===== config.mk =====
export PLATFORM = sky130hd
export DESIGN_NAME = moore_seq_detector_param
export DESIGN_NICKNAME = d
export VERILOG_FILES = /design/src/rtl/moore_seq_detector_param.sv
export SDC_FILE = /design/constraint.sdc
export NUM_CORES = 1
export LEC_CHECK = 0
export BUFFER_PORTS_ARGS = -buffer_cell sky130_fd_sc_hd__buf_2
export CAP_MARGIN = 20
export CORE_AREA = 2 2 39 41
export CTS_BUF_LIST = sky130_fd_sc_hd__clkbuf_8
export CTS_CLUSTER_SIZE = 16
export DETAILED_ROUTE_END_ITERATION = 7
export DIE_AREA = 0 0 41 43
export PLACE_DENSITY = 0.66
export SETUP_SLACK_MARGIN = 0.4
export SYNTH_ARGS = -nofsm -noshare
export SYNTH_HDL_FRONTEND = slang
export SYNTH_SLANG_ARGS = --single-unit

===== constraint.sdc =====
create_clock -name clk -period 2 [get_ports clk]
set_input_delay 0.4 -clock clk [delete_from_list [all_inputs] [get_ports clk]]
set_output_delay 0.4 -clock clk [all_outputs]
set_load 0.03 [all_outputs]

===== src/rtl/moore_seq_detector_param.sv =====
// rtl/moore_seq_detector_param.sv - parametrised Moore serial pattern detector with stallable input
// Optional saturating match counter built only when SEQDET_COUNT_EN is defined.
module moore_seq_detector_param #(
    parameter int                  PAT_LEN = 4,
    parameter logic [PAT_LEN-1:0]  PATTERN = 4'b1010,
    parameter int                  CNT_W   = 8
) (
    input  logic             clk,
    input  logic             reset,
    input  logic             in_valid,
    input  logic             in,
    input  logic             overlap,
    input  logic             clr,
    output logic             out,
    output logic [CNT_W-1:0] match_count
);

    localparam int                FILL_W = $clog2(PAT_LEN + 1);
    localparam logic [FILL_W-1:0] FULL   = FILL_W'(PAT_LEN);

    logic [PAT_LEN-1:0] hist;
    logic [PAT_LEN-1:0] hist_n;
    logic [PAT_LEN-1:0] hist_shift;
    logic [FILL_W-1:0]  fill;
    logic [FILL_W-1:0]  fill_n;
    logic [FILL_W-1:0]  fill_inc;
    logic               out_n;
    logic               hit;

    always_ff @(posedge clk or negedge reset) begin
        if (!reset) begin
            hist <= '0;
            fill <= '0;
            out  <= 1'b0;
        end else begin
            hist <= hist_n;
            fill <= fill_n;
            out  <= out_n;
        end
    end

    always_comb begin
        hist_shift = {hist[PAT_LEN-2:0], in};
        fill_inc   = (fill == FULL) ? fill : fill + FILL_W'(1);
        hit        = in_valid && (fill_inc == FULL) && (hist_shift == PATTERN);

        hist_n = hist;
        fill_n = fill;
        out_n  = 1'b0;
        if (clr) begin
            fill_n = '0;
        end else if (in_valid) begin
            hist_n = hist_shift;
            // Non-overlap mode forces a full refill before the next match can fire.
            fill_n = (hit && !overlap) ? '0 : fill_inc;
            out_n  = hit;
        end
    end

`ifdef SEQDET_COUNT_EN
    logic [CNT_W-1:0] cnt;

    always_ff @(posedge clk or negedge reset) begin
        if (!reset) begin
            cnt <= '0;
        end else if (clr) begin
            cnt <= '0;
        end else if (hit && (cnt != {CNT_W{1'b1}})) begin
            cnt <= cnt + CNT_W'(1);
        end
    end

    assign match_count = cnt;
`else
    assign match_count = '0;
`endif

endmodule


After elaboration in Yosys (flattened, before gate mapping)
Index checks and enable logic that the tools add are counted.
Storage, ports and cells
  bits in registers: 7
  output and inout port bits: 9
  logic and storage cells: 20
Operators by class
  add/subtract/negate cells: 1
  eq/ne operators: 3
  muxes and demuxes: 6
  bitwise logic cells: 1
  reduce and logical (&&, ||, !) cells: 6
Operator list (count)
  two-way mux 3 bit: 4
  equality test 3 bit, second input constant: 2
  equality test 4 bit, second input constant: 1
  adder 3 x 1 -> 3 bit, second input constant: 1
  logical AND 1 bit: 3
  two-way mux 1 bit: 2
  AND reduction 2 bit: 1
  nonzero test 2 bit: 1
  zero test 1 bit: 1
  inverter 1 bit: 1

Depth between registers and ports, before layout
  depth after elaboration: 9
  gate-level depth with buffers: 5

Least setup slack after synthesis
OpenSTA, ideal clock, no wires.
  path kind: flip-flop to flip-flop
  from: reg fill[0]
  to: reg fill[2]
  arrival time: 1.360 ns
  data required time: 1.878 ns
  setup slack: 0.518 ns
  cell stages (with the launch flop): 6
  buffers on the path: 0
  period minus slack after synthesis: 1.482 ns
  cell sequence: dfrtp_1 inv_1 ha_1 and4bb_2 o2111ai_1 a32o_1
On the way
  word-level cells in the longest chain between the ends: 9
  elaborated cells on any way between the ends: 10
  classes of those cells: add/sub: 1; eq/ne: 2; mux: 4; reduce/logical: 3
RTL lines
  from (decl): RTL line 24  | logic [FILL_W-1:0] fill;
  from (signal assigned): RTL line 37  | fill <= fill_n;
  adder 3 x 1 -> 3 bit or equality test 3 bit (tied branches): RTL line 44  | fill_inc = (fill == FULL) ? fill : fill + FILL_W'(1);
  two-way mux 3 bit (*): RTL line 44
  equality test 3 bit: RTL line 45  | hit = in_valid && (fill_inc == FULL) && (hist_shift == PATTERN);
  logical AND 1 bit (2 in a row): RTL line 45
  logical AND 1 bit: RTL line 55  | fill_n = (hit && !overlap) ? '0 : fill_inc;
  two-way mux 3 bit (*): RTL line 55
  two-way mux 3 bit (*): RTL line 52  | end else if (in_valid) begin
  two-way mux 3 bit (*): RTL line 50  | if (clr) begin
Every way passes the cells marked *; elsewhere a longest branch is shown, timed or not. The select of a mux whose other input is x is not followed.
A chain may end at the register's enable or synchronous reset.

Worst setup path in the final report
Same ends and word-level chain as after synthesis.

==> metrics.yaml <==
placement:
  dp_hpwl_um: 539
  place.gp.congestion: 0.800
  io_buffers: 6
  preCtsSetupSlack_ns: 0.430
  dpl.cell_count: 66
  postPlaceCellArea_um2: 477
status:
  status: "finished clean"
finish:
  fin_cells: 72
  area_growth_pct: 17.4
  fillers: 140
  final_nets: 65
  num_antenna_cells: 0
  fin_area_um2: 541
  layout-drive-gt1-share_pct: 32.1
synth:
  ys_warn_count: 0
  synth_commonest_cells: "buf_4 (8), dfrtp_1 (7), nor2_1 (5), inv_1 (4), mux2_2 (3)"
  ys.flop_type: "dfrtp_1"
  yosysSeqAreaShare_pct: 38.0
  synth_edf_count: 0
  yosysTopAreaCellShare_pct: 38.0
  synth_area_um2: 460
  yosysMostFrequentCell: "buf_4"
  synth_area_leader_cell: "dfrtp_1"
  ys_ff_latch: 7
  syn_avg_cell_area_um2: 10.2
  synth_top_cells_by_area: "dfrtp_1 (38%), buf_4 (13%), mux2_2 (7.3%), ha_1 (5.4%), nor2_1 (4.1%)"
  async_flop_share_pct: 100
  synth_cell_types: 21
  synth_cells: 45
route:
  drt_wl_total_um: 711
  ant_nets: 0
  drt_iter0_markers: 0
  num_vias: 326
  post_drt_via_cell_ratio: 4.53
  drc: 0
  wl_per_cell_um: 9.88
  dr.pass1.iters: 1
pwr:
  peakVddDrop_mv: 0.415
  powerDensity_nw_per_um2: 847
  leakage_nw: 0.273
critical_path:
  worstSetupStartpointType: "register"
  worstPathArrival_ns: 1.63
  path_max_fanout: 5
  worstSetupPathType: "register to register"
  endpoint_kind: "register"
  reg2reg_slack_ns: 0.48
  critPathRequiredTime_ns: 2.12
clock_tree:
  cts_buffer_depth: 2
  cts.htree.levels: 1
  clock-sinks: 7
  root_buffer: "clkbuf_8"
  insertion_delay_ns: 0.23
  cts_buffers: 3
  clkTransAtPathRegs_ns: 0.05
  cts_tree: "yes"
floorplan:
  io-pin-count: 15
  coreArea_um2: 1380
  initial_core_util_pct: 33.3
  die_area_um2: 1760
  rows: 14
  die_w_um: 41
  die_h_um: 43
flow_run:
  max_cap_viol_count: 0
timing:
  final-max-slew-violation-count: 0
  rsz0062_at_grt: "true"
  fmax_ghz: 0.660
  fin_setup_tns_ns: 0
  hold_viol_final: 0
  min_period_over_period_pct: 75.8
  finClkSkew_ns: 0.00853
  hold_ws_ns: 0.411
  setup_viol: 0
  finalWorstSetupSlack_ns: 0.484
  min_period_ns: 1.52
global_routing:
  grt_pass1_wl_um: 1240
  grt_pass1_vias: 336
  grt_max_degree: 9
  grt-ovfl-total: 0
  grtUsageTotal_pct: 10.8
  antenna_found_initial: 0
hold_path:
  worstHoldPathType: "primary input to register"
-- path summary, 6_finish.rpt --
check | from | to | depth (start not counted)
max | fill[0] | fill[2] | 5
min | clr | fill[0] | 2
max reg2reg | fill[0] | fill[2] | 5
min reg2reg | hist[2] | hist[2] | 1
max in group asynchronous | reset | fill[0] | 2
min in group asynchronous | reset | hist[0] | 2
-- worst max-delay path, stage by stage, from the launching register on --
cell and delay (ns):
dfrtp_1 0.42, inv_2 0.06, ha_1 0.30, and4bb_2 0.31, o2111ai_1 0.10, a32o_1 0.23
-- state kept, by name, indices dropped and copies added, names as in the netlist --
signal / cells
out: 1
fill: 3
hist: 3
-- through the flow --
step	total power (W)	util [%]
global placement	0.000254	34.4
CTS	0.000461	38.5
finish	0.000458	39.1
floorplan	0.000250	-
global route	0.000490	39.1
detailed placement	0.000256	34.4
-- metal layers --
metal  vias to the layer above  GRT usage, %  share of wire (%)
met5                         -             0                  0
met4                         0          7.33                  0
met3                         0          4.71                7.2
met2                        14          15.9                 50
met1                       153          11.9                 42
li1                        159             -                  -
-- what timing repair did --
action | in CTS | in global routing
endpoints found under the setup margin | 0 | 2
hold endpoints to repair | 5 | 0
resized for setup | 0 | 1
hold buffers | 1 | 0
setup buffers | 0 | 1
-- final cells by class --
class	instances	area [um^2]	share of cell area, %
timing repair buffer	8	47.5	8.80
tap	16	20.0	3.70
clock buffer	3	41.3	7.64
clock inverter	1	5.00	0.926
inverter	4	15.0	2.78
sequential	7	175	32.4
multi-input combinational	33	236	43.8
-- cells in the final DEF, fill, tap and decap left out --
master,n
a21boi_0,2
a21oi_1,1
a32o_1,1
and3b_2,1
and4bb_2,1
buf_2,6
buf_4,1
clkbuf_8,3
clkinv_2,1
conb_1,8
dfrtp_1,7
dlygate4sd3_1,1
ha_1,2
inv_1,3
inv_2,1
mux2_2,3
mux2i_1,1
nand2b_1,1
nand3b_1,1
nor2_1,5
nor2b_1,1
o2111a_1,1
o2111ai_1,1
or2b_2,1
or3b_1,1
xnor2_1,1
-- power by group --
part | switching (W) | internal [W] | total [W]
registers | 0.0000123 | 0.000161 | 0.000174
logic | 0.0000474 | 0.0000369 | 0.0000843
clock network | 0.0000649 | 0.000135 | 0.000200
-- cells by family after synthesis --
logic type | Yosys count | share of synthesized area (%)
AO/OA/AOI/OAI | 6 | 10.9
XOR/XNOR | 1 | 1.90
multiplexers | 4 | 9.51
flip-flops | 7 | 38.0
AND/OR/NAND/NOR | 12 | 17.1
other | 1 | 0.814
adder cells (fa/ha/maj) | 2 | 5.43
buffers and inverters | 12 | 16.3
Note: power is estimated with default switching activity, not from simulation.
